### config.mk
export PLATFORM = sky130hd
export DESIGN_NAME = controlador_compuerta_param
export DESIGN_NICKNAME = d
export VERILOG_FILES = /design/src/rtl/compuerta_pkg.sv /design/src/rtl/detector_intento.sv /design/src/rtl/controlador_compuerta_param.sv
export SDC_FILE = /design/constraint.sdc
export NUM_CORES = 1
export LEC_CHECK = 0
export CAP_MARGIN = 20
export CORE_UTILIZATION = 42
export CTS_CLUSTER_DIAMETER = 60
export DETAILED_ROUTE_END_ITERATION = 10
export GPL_ROUTABILITY_DRIVEN = 0
export PLACE_DENSITY = 0.81
export SLEW_MARGIN = 25
export SYNTH_ARGS = -nofsm -noshare
export SYNTH_HDL_FRONTEND = slang
export SYNTH_HIERARCHICAL = 1
export SYNTH_SLANG_ARGS = --single-unit
### constraint.sdc
create_clock -name Clk -period 1.72 [get_ports Clk]
set_input_delay 0.344 -clock Clk [delete_from_list [all_inputs] [get_ports Clk]]
set_output_delay 0.344 -clock Clk [all_outputs]
set_load 0.01 [all_outputs]
### src/rtl/compuerta_pkg.sv
// Shared types and helpers for the parametrised parking-gate controller.
package compuerta_pkg;

  typedef enum logic [2:0] {
    IDLE,
    ESPERA_PIN,
    ABIERTO,
    ALARMA,
    BLOQUEO
  } estado_t;

  // Open-timer width; clamped to 1 bit so T_ABIERTO=1 still yields a legal vector.
  function automatic int timer_w(input int t_abierto);
    return (t_abierto > 1) ? $clog2(t_abierto) : 1;
  endfunction

endpackage

### src/rtl/detector_intento.sv
// Keypad attempt detector: flags the idle-to-non-idle transition of the PIN.
module detector_intento
  import compuerta_pkg::*;
#(
  parameter int               PIN_W        = 8,
  parameter logic [PIN_W-1:0] PIN_ESPERA   = '0,
  parameter logic [PIN_W-1:0] PIN_CORRECTO = PIN_W'(8'b00001000)
) (
  input  logic             clk,
  input  logic             rst,
  input  logic [PIN_W-1:0] pin,
  output logic             intento,
  output logic             pin_ok
);

  logic [PIN_W-1:0] pin_prev;
  logic             pin_en_reset;

  // A PIN already held during reset must not count as a fresh attempt on release,
  // while pin_prev itself still resets to the idle value.
  always_ff @(posedge clk) begin
    if (rst) begin
      pin_prev     <= PIN_ESPERA;
      pin_en_reset <= (pin != PIN_ESPERA);
    end else begin
      pin_prev     <= pin;
      pin_en_reset <= 1'b0;
    end
  end

  assign intento = (pin != PIN_ESPERA) && (pin_prev == PIN_ESPERA) && !pin_en_reset;
  assign pin_ok  = (pin == PIN_CORRECTO);

endmodule

### src/rtl/controlador_compuerta_param.sv
// Parking-gate controller: PIN-gated barrier with attempt limit, open timeout and tailgating lockout.
module controlador_compuerta_param
  import compuerta_pkg::*;
#(
  parameter int               PIN_W        = 8,
  parameter logic [PIN_W-1:0] PIN_CORRECTO = PIN_W'(8'b00001000),
  parameter logic [PIN_W-1:0] PIN_ESPERA   = '0,
  parameter int               MAX_INTENTOS = 3,
  parameter int               T_ABIERTO    = 20,
  parameter int               CNT_W        = $clog2(MAX_INTENTOS + 1)
) (
  input  logic             Clk,
  input  logic             Reset,
  input  logic             Vehiculo,
  input  logic             Termino,
  input  logic [PIN_W-1:0] Pin,
  output logic             Cerrado,
  output logic             Abierto,
  output logic             Alarma,
  output logic             Bloqueo,
  output logic [CNT_W-1:0] Intentos
);

  localparam int               TMR_W   = timer_w(T_ABIERTO);
  localparam logic [CNT_W-1:0] CNT_MAX = CNT_W'(MAX_INTENTOS);
  localparam logic [TMR_W-1:0] TMR_FIN = TMR_W'(T_ABIERTO - 1);

  estado_t          estado, estado_nxt;
  logic [CNT_W-1:0] intentos_nxt;
  logic [TMR_W-1:0] timer;
  logic             intento, pin_ok;

  detector_intento #(
    .PIN_W       (PIN_W),
    .PIN_ESPERA  (PIN_ESPERA),
    .PIN_CORRECTO(PIN_CORRECTO)
  ) u_detector (
    .clk    (Clk),
    .rst    (Reset),
    .pin    (Pin),
    .intento(intento),
    .pin_ok (pin_ok)
  );

  always_ff @(posedge Clk) begin
    if (Reset) begin
      estado   <= IDLE;
      Intentos <= '0;
      timer    <= '0;
    end else begin
      estado   <= estado_nxt;
      Intentos <= intentos_nxt;
      timer    <= (estado == ABIERTO && estado_nxt == ABIERTO) ? timer + TMR_W'(1) : '0;
    end
  end

  always_comb begin
    estado_nxt   = estado;
    intentos_nxt = Intentos;
    case (estado)
      IDLE: begin
        if (Vehiculo) estado_nxt = ESPERA_PIN;
      end
      ESPERA_PIN: begin
        if (intento && pin_ok) begin
          estado_nxt   = ABIERTO;
          intentos_nxt = '0;
        end else if (intento) begin
          if (Intentos != CNT_MAX) intentos_nxt = Intentos + CNT_W'(1);
          if (intentos_nxt == CNT_MAX) estado_nxt = ALARMA;
        end else if (!Vehiculo) begin
          estado_nxt = IDLE;
        end
      end
      ABIERTO: begin
        // Termino is checked first so a simultaneous timeout cannot mask tailgating.
        if (Termino)               estado_nxt = Vehiculo ? BLOQUEO : IDLE;
        else if (timer == TMR_FIN) estado_nxt = IDLE;
      end
      ALARMA: begin
        if (intento && pin_ok) begin
          estado_nxt   = ABIERTO;
          intentos_nxt = '0;
        end
      end
      BLOQUEO: begin
        if (intento && pin_ok) begin
          estado_nxt   = IDLE;
          intentos_nxt = '0;
        end
      end
      default: estado_nxt = IDLE;
    endcase
  end

  always_comb begin
    Cerrado = (estado != ABIERTO);
    Abierto = (estado == ABIERTO);
    Alarma  = (estado == ALARMA) || (estado == BLOQUEO);
    Bloqueo = (estado == BLOQUEO);
  end

endmodule

==> results of run 1 <==
[path summary, 6_finish.rpt]
| check | start | endpoint | cells past startpoint |
|---|---|---|---|
| min reg2reg | timer[0] | timer[0] | 1 |
| min | Pin[5] | u_detector/pin_prev[5] | 2 |
| max reg2reg | u_detector/pin_prev[4] | Intentos[0] | 6 |
| max | u_detector/pin_prev[4] | Intentos[0] | 6 |
[metrics by stage]
| step | TNS (ns) | setup WS, ns | total power [uW] | instances | util |
|---|---|---|---|---|---|
| after floorplan | -0.106 | -0.106 | 490 | 80 | - |
| after global placement | -1.01 | -0.251 | 531 | 127 | 0.594 |
| after detailed placement | -1.14 | -0.287 | 533 | 127 | 0.594 |
| after CTS | -0.603 | -0.195 | 751 | 135 | 0.647 |
| after global routing | -1.17 | -0.327 | 788 | 137 | 0.681 |
| final | -0.864 | -0.293 | 755 | 137 | 0.681 |
[cells by family (layout without fill, tap and decap cells)]
group / Yosys count / in the layout / share of synthesized area
AO/OA/AOI/OAI: 11 / 11 / 0.110
XOR/XNOR: 3 / 3 / 0.0331
adder cells (fa/ha/maj): 1 / 1 / 0.0157
buffers and inverters: 5 / 37 / 0.0346
flip-flops: 19 / 19 / 0.479
AND/OR/NAND/NOR: 41 / 41 / 0.328
[where the power goes]
group	internal [uW]	switching, uW	total [uW]
clock	86.3	132	219
sequential	453	6.80	460
combinational	45.5	31.3	76.8
[cell usage after synthesis (all sizes together), types with 2 or more instances]
cell | number | share of area
inv | 3 | 0.014
nand3 | 2 | 0.013
or4 | 2 | 0.024
nand3b | 3 | 0.028
nor2b | 9 | 0.071
a211oi | 2 | 0.019
nor2 | 7 | 0.033
dfxtp | 19 | 0.48
nand2 | 2 | 0.0095
nand4bb | 2 | 0.028
nor3b | 2 | 0.019
nor4 | 2 | 0.016
nor3 | 4 | 0.031
xor2 | 2 | 0.022
and3 | 2 | 0.016
[layout make-up]
class / instances / area [sq um]
inverters: 3 / 11.3
clock inverters: 1 / 5.00
multi-input cells: 56 / 463
well taps: 25 / 31.3
clock buffers: 3 / 22.5
flip-flops and latches: 19 / 384
repair buffers: 30 / 272
fillers: 140 / 557
[state kept, by name, indices dropped and copies added, names as in the netlist]
| signal | cells |
|---|---|
| u_detector/pin_prev | 8 |
| Intentos | 2 |
| estado | 3 |
| timer | 5 |
| u_detector/pin_en_reset | 1 |
[metal layers]
layer	track usage	wire, um	up-vias
met5	0	0	-
met4	0.0909	36	0
met3	0.0238	66	6
met2	0.320	982	24
met1	0.223	760	340
li1	-	-	350
[repair_timing]
| action | 4_1_cts | 5_1_grt |
|---|---|---|
| setup buffers | 5 | 2 |
| resized for setup | 14 | 14 |
| hold buffers | 0 | 0 |
| endpoints found under the hold margin | 0 | 0 |
| pin swaps | 7 | 6 |
| endpoints found under the setup margin | 7 | 7 |
[worst register-to-register path: cells and delay by family (launching register included)]
kind            cells  cell delay, ns
simple gates        5            1.55
flops               1            0.32
compound gates      1            0.07
==> flow_summary.json, run 1 <==
{
  "clockBufferDepth": 2,
  "async_flop_share": 0,
  "cts_sinks": 19,
  "violations": "setup timing",
  "routed-via-count": 720,
  "worst_path_max_delay_cell": "or4_4",
  "die_area_sq_mm": 0.00207,
  "layout_common_cells": "dfxtp_1 (16), clkdlybuf4s50_1 (11), buf_4 (11)",
  "crit_top_cell": "or4_4",
  "reg2reg_slack_ns": -0.29,
  "status": "complete, but fails checks",
  "syn_nets": 93,
  "hpwlAfterDp_um": 1070,
  "dpl-instance-area_sq_mm": 0.00104,
  "synthCells": 80,
  "drtIter0Drc": 10,
  "clock_latency_ns": 0.29,
  "final_max_slew_viol_count": 0,
  "pin_count": 18,
  "worstPathRequired_ns": 1.94,
  "power_density_mw_per_mm2": 635,
  "clock_skew_ns": 0.00687,
  "worstMarginPinSlew_ns": 0.290,
  "n_antenna_cell": 0,
  "rsz0062_at_grt": "true",
  "hp-class": "in2reg",
  "antenna_found_initial": 0,
  "yosys_warnings": 6,
  "synth_flop_cell": "dfxtp_1",
  "grt_pass1_vias": 650,
  "syn_to_final_growth_pct": 49.6,
  "holdWs_ns": 0.374,
  "clkTransAtPathRegs_ns": 0.11,
  "critical-path-max-stage-delay_ns": 0.54,
  "ys_ff_latch": 19,
  "endpoint_kind": "flip-flop",
  "cts_max_level": 1,
  "vias_per_cell": 5.26,
  "gr-usage-all-layers": 0.185,
  "cp_max_fo": 2,
  "setup_violations": 5,
  "wl_um": 1850,
  "timing.fmax_ghz": 0.497,
  "rows": 15,
  "stdcell_area_sq_mm": 0.00119,
  "synth.avg_cell_area_sq_um": 9.93,
  "path_cells": "or4_4 -> nor3_4 -> and3_4 -> nand4bb_1 -> or4_4 -> o31ai_2",
  "grt_first_pass_wirelength_um": 2730,
  "num-nets-final": 126,
  "die_width_um": 45.5,
  "wire_per_inst_um": 13.5,
  "core_area_sq_mm": 0.00175,
  "path_class": "reg2reg",
  "finalHoldViolCount": 0,
  "initial_core_util": 0.455,
  "start_kind": "flip-flop",
  "layout-drive-gt1-share": 0.321,
  "port_buffers": 17,
  "cp_num_buf_inv": 0,
  "finalCritPeriodShare": 1.17,
  "layout_commonest_cell": "dfxtp_1",
  "power_leakage_uw": 0.000483,
  "drc": 0,
  "grt_max_degree": 15,
  "cp.arrival_ns": 2.23,
  "firstDrtPassIters": 4,
  "clock-root-buffer": "clkbuf_4",
  "cts_tree": "yes",
  "die_y_um": 45.5,
  "cp_top_family": "simple AND/OR/NAND/NOR gates",
  "synth_edf_count": 0,
  "synth-seq-area-share": 0.479,
  "cap_viol_max_count": 0,
  "slew_headroom": 0.807,
  "peakVddDrop_mv": 0.456,
  "grt_overflow": 0,
  "timing.final.ws_setup_ns": -0.293,
  "cts_made_buffers": 3,
  "ant_nets": 0,
  "finalCriticalPeriod_ns": 2.01,
  "synthDistinctLibCells": 34,
  "syn_area_sq_um": 795
}
(Power assumes the default switching activity.)
==> run 2: changes to the inputs <==
--- a/config.mk
+++ b/config.mk
@@ -6,11 +6,13 @@
 export NUM_CORES = 1
 export LEC_CHECK = 0
 export CAP_MARGIN = 20
-export CORE_UTILIZATION = 42
+export CORE_UTILIZATION = 45
+export CTS_BUF_LIST = sky130_fd_sc_hd__clkbuf_8
 export CTS_CLUSTER_DIAMETER = 60
 export DETAILED_ROUTE_END_ITERATION = 10
 export GPL_ROUTABILITY_DRIVEN = 0
-export PLACE_DENSITY = 0.81
+export MAX_ROUTING_LAYER = met4
+export PLACE_DENSITY = 0.76
 export SLEW_MARGIN = 25
 export SYNTH_ARGS = -nofsm -noshare
 export SYNTH_HDL_FRONTEND = slang
==> flow_summary.json, run 2 (same netlist as run 1, synthesis figures left out) <==
{
  "status": "complete, but fails checks",
  "violations": "setup timing",
  "port_buffers": 17,
  "wl_met3_um": 57,
  "timing.final.ws_setup_ns": -0.105,
  "clockBufferDepth": 2,
  "finalCriticalPeriod_ns": 1.83,
  "cts_made_buffers": 3,
  "slew_headroom": 0.801,
  "die_y_um": 44.0,
  "hold_buffers": 0,
  "cp_max_fo": 2,
  "antenna_found_initial": 0,
  "firstDrtPassIters": 5,
  "syn_to_final_growth_pct": 43.0,
  "n_antenna_cell": 0,
  "cap_viol_max_count": 0,
  "gr-usage-all-layers": 0.182,
  "power_leakage_uw": 0.000439,
  "peakVddDrop_mv": 0.599,
  "worst_path_max_delay_cell": "or4_4",
  "path_cells": "or4_4 -> nor3_2 -> and3_4 -> nand4bb_1 -> or4_1 -> o31ai_1",
  "worstMarginPinSlew_ns": 0.297,
  "holdWs_ns": 0.459,
  "total_power_uw": 826,
  "layout_common_cells": "dfxtp_1 (16), clkdlybuf4s50_1 (13), buf_4 (10)",
  "core_area_sq_mm": 0.00158,
  "drc": 0,
  "wl_met1_um": 637,
  "power_density_mw_per_mm2": 727,
  "cts_tree": "yes",
  "reg2reg_slack_ns": -0.11,
  "cts_max_level": 1,
  "cp.arrival_ns": 1.99,
  "rows": 14,
  "grt_max_degree": 12,
  "largest_reg_flops": 8,
  "finalCritPeriodShare": 1.06,
  "ant_nets": 0,
  "vias_per_cell": 5.45,
  "rsz0062_at_grt": "true",
  "grt_pass1_vias": 636,
  "die_width_um": 44.0,
  "clock_skew_ns": 0.00273,
  "wl_um": 1500,
  "wl_met2_um": 768,
  "place_ws_ns": -0.282,
  "final_max_slew_viol_count": 0,
  "start_kind": "flip-flop",
  "grt_first_pass_wirelength_um": 2470,
  "routed-via-count": 681,
  "setup_violations": 4,
  "clock_latency_ns": 0.25,
  "clkTransAtPathRegs_ns": 0.07,
  "pin_count": 18,
  "cts_sinks": 19,
  "timing.fmax_ghz": 0.548,
  "hp-class": "reg2reg",
  "top_layer_used": "met4",
  "layout-drive-gt1-share": 0.266,
  "worstPathRequired_ns": 1.89,
  "wire_per_inst_um": 12.0,
  "drtIter0Drc": 5,
  "critical-path-max-stage-delay_ns": 0.53,
  "final_cells": 125,
  "dpl-instance-area_sq_mm": 0.00102,
  "layout_commonest_cell": "dfxtp_1",
  "grt_overflow": 0,
  "placed_cells": 117,
  "stdcell_area_sq_mm": 0.00114,
  "clock-root-buffer": "clkbuf_8",
  "reg.largest.list": "u_detector/pin_prev: 8 flops, timer: 5 flops, estado: 3 flops",
  "path_class": "reg2reg",
  "finalHoldViolCount": 0,
  "num-nets-final": 123,
  "endpoint_kind": "flip-flop",
  "largest-register": "u_detector/pin_prev",
  "die_area_sq_mm": 0.00194,
  "hpwlAfterDp_um": 1080,
  "initial_core_util": 0.504
}
run 2: changes by cell type in the layout (fill, tap and decap cells not counted), sizes merged:
cell / change
clkdlybuf4s50: +2
buf: -3
clkbuf: -1
dlymetal6s2s: -1
run 2: worst max-delay path, delay by kind of cell, from the launching register on:
family          cells  cell delay (ns)
flops               1             0.30
simple gates        5             1.37
compound gates      1             0.07
run 2: power by group:
part           total, uW  switching (uW)  internal [uW]
combinational       70.0            25.7           44.3
sequential           458            6.11            451
clock                299             138            161
run 2: layout make-up:
class / instances / area [sq um]
Clock inverter: 1 / 5.00
Timing Repair Buffer: 27 / 244
Tap cell: 16 / 20.0
Fill cell: 128 / 440
Sequential cell: 19 / 387
Inverter: 3 / 11.3
Clock buffer: 3 / 41.3
Multi-Input combinational cell: 56 / 428
run 2: metrics by stage:
| stage | TNS, ns | utilization |
|---|---|---|
| floorplan | -0.106 | - |
| finish | -0.257 | 0.721 |
| global route | -0.576 | 0.721 |
| detailed placement | -1.15 | 0.646 |
| global placement | -1.06 | 0.646 |
| CTS | -0.192 | 0.709 |
run 2: worst paths after layout:
path / to / start / depth (start not counted)
max: Intentos[0] / u_detector/pin_prev[4] / 6
min: timer[0] / timer[0] / 1
max reg2reg: Intentos[0] / u_detector/pin_prev[4] / 6
min reg2reg: timer[0] / timer[0] / 1
run 2: layer usage:
metal  GRT usage  vias to the layer above
li1            -                      345
met5           -                        -
met2       0.315                       20
met4       0.127                        0
met1       0.186                      312
met3      0.0286                        4
run 2: what timing repair did:
item,CTS,global route
setup endpoints to repair,6,7
pin swaps,3,3
gates cloned,0,0
resized for setup,12,4
buffers inserted,3,1
==> run 3: changes to the inputs <==
--- a/config.mk
+++ b/config.mk
@@ -12,7 +12,7 @@
 export DETAILED_ROUTE_END_ITERATION = 10
 export GPL_ROUTABILITY_DRIVEN = 0
 export MAX_ROUTING_LAYER = met4
-export PLACE_DENSITY = 0.76
+export PLACE_DENSITY = 0.81
 export SLEW_MARGIN = 25
 export SYNTH_ARGS = -nofsm -noshare
 export SYNTH_HDL_FRONTEND = slang
==> flow_summary.json, run 3 (same netlist as run 1, synthesis figures left out) <==
{
  "status": "complete, but fails checks",
  "violations": "DRC, setup timing",
  "cts_sinks": 19,
  "fillCellCount": 115,
  "antenna_found_initial": 0,
  "grt_overflow": 0,
  "slew_headroom": 0.824,
  "clock_skew_ns": 0.00140,
  "die_width_um": 44.0,
  "crit_path_start": "u_detector/pin_prev[4]",
  "finalHoldViolCount": 0,
  "firstDrtPassIters": 7,
  "setup_violations": 3,
  "cts_made_buffers": 3,
  "critical-path-max-stage-delay_ns": 0.53,
  "worst_path_max_delay_cell": "or4_4",
  "vias_per_cell": 5.67,
  "clock_latency_ns": 0.25,
  "final_max_slew_viol_count": 0,
  "clkTransAtPathRegs_ns": 0.07,
  "layout_common_cells": "dfxtp_1 (16), clkdlybuf4s50_1 (11), nor2b_1 (9), buf_4 (9), nor2_1 (7)",
  "cts_max_level": 1,
  "r2r-end": "Intentos[0]",
  "timing.final.ws_setup_ns": -0.127,
  "cp.arrival_ns": 2.01,
  "drtIter0Drc": 14,
  "place_ws_ns": -0.265,
  "syn_to_final_growth_pct": 50.4,
  "hold_depth": 2,
  "initial_core_util": 0.504,
  "routed-via-count": 714,
  "grt_pass1_vias": 667,
  "holdPathEnd": "u_detector/pin_prev[4]",
  "largest_reg_flops": 8,
  "path_cells": "or4_4 -> nor3_2 -> and3_4 -> nand4bb_1 -> or4_1 -> o31ai_1",
  "layout_commonest_cell": "dfxtp_1",
  "reg2regPathDepth": 6,
  "reg2reg_slack_ns": -0.13,
  "hp-class": "in2reg",
  "num-nets-final": 124,
  "ant_nets": 0,
  "final_cells": 126,
  "setup-tns-final_ns": -0.186,
  "rows": 14,
  "wire_per_inst_um": 13.8,
  "clock-root-buffer": "clkbuf_8",
  "gr-usage-all-layers": 0.196,
  "dpl-instance-area_sq_mm": 0.00102,
  "rsz0062_at_grt": "true",
  "hpwlAfterDp_um": 1130,
  "power_density_mw_per_mm2": 697,
  "largest-register": "u_detector/pin_prev",
  "clockBufferDepth": 2,
  "n_antenna_cell": 0,
  "cts_tree": "yes",
  "drc": 2,
  "cp_num_buf_inv": 0,
  "path_class": "reg2reg",
  "min_from": "Pin[4]",
  "power_leakage_uw": 0.000469,
  "endpoint_kind": "flip-flop",
  "die_area_sq_mm": 0.00194,
  "r2r-start": "u_detector/pin_prev[4]",
  "grt_first_pass_wirelength_um": 2700,
  "worstPathRequired_ns": 1.89,
  "cp_top_family": "simple AND/OR/NAND/NOR gates",
  "peakVddDrop_mv": 0.539,
  "cap_viol_max_count": 0,
  "layout-drive-gt1-share": 0.318,
  "timing.fmax_ghz": 0.541,
  "cp_max_fo": 2,
  "port_buffers": 17,
  "pin_count": 18,
  "reg.largest.list": "u_detector/pin_prev: 8 flops, timer: 5 flops, estado: 3 flops",
  "hold_buffers": 0,
  "finalCriticalPeriod_ns": 1.85,
  "wl_um": 1740,
  "start_kind": "flip-flop",
  "stdcell_area_sq_mm": 0.00119,
  "core_area_sq_mm": 0.00158,
  "finalCritPeriodShare": 1.07,
  "die_y_um": 44.0,
  "grt_max_degree": 13,
  "worstMarginPinSlew_ns": 0.261,
  "placed_cells": 117
}
run 3: changes by cell type in the layout (fill, tap and decap cells not counted), sizes merged:
cell and change:
dlymetal6s2s +2, buf +1, clkdlybuf4s50 -2
run 3: layer usage:
layer / GRT usage / up-vias / part of all wire
met3: 0.0490 / 4 / 0.050
met1: 0.216 / 338 / 0.43
met2: 0.338 / 23 / 0.50
met5: - / - / 0
met4: 0.0727 / 0 / 0.024
li1: - / 349 / -
run 3: final cells by class:
cell class	instances	area (sq um)	share of cell area
timing repair buffer	28	264	0.221
sequential	19	384	0.321
clock buffer	3	41.3	0.0346
tap	16	20.0	0.0168
inverter	3	11.3	0.00942
multi-input combinational	56	469	0.393
clock inverter	1	5.00	0.00419
run 3: power by group:
| group | internal, uW | switching (uW) |
|---|---|---|
| logic | 44.8 | 29.1 |
| registers | 453 | 6.21 |
| clock network | 161 | 139 |
run 3: worst max-delay path by stage:
| stage | end | slack [ns] | cells after the start |
|---|---|---|---|
| finish | Intentos[0] | -0.13 | 6 |
| global route | Intentos[0] | -0.21 | 6 |
| CTS | Intentos[0] | -0.13 | 6 |
| detailed placement | Intentos[0] | -0.27 | 7 |
| global placement | Intentos[0] | -0.24 | 7 |
| floorplan | Intentos[0] | -0.11 | 6 |
run 3: metrics by stage:
step / power [uW] / utilization / hold slack [ns]
6_report: 833 / 0.758 / 0.364
5_1_grt: 870 / 0.758 / 0.371
4_1_cts: 831 / 0.700 / 0.456
3_5_place_dp: 530 / 0.646 / 0.446
3_3_place_gp: 529 / 0.646 / 0.429
2_1_floorplan: 490 / - / 0.416
run 3: repair_timing:
action	4_1_cts	5_1_grt
resized for setup	12	15
pin swaps	3	3
setup buffers	1	4
endpoints found under the setup margin	6	7
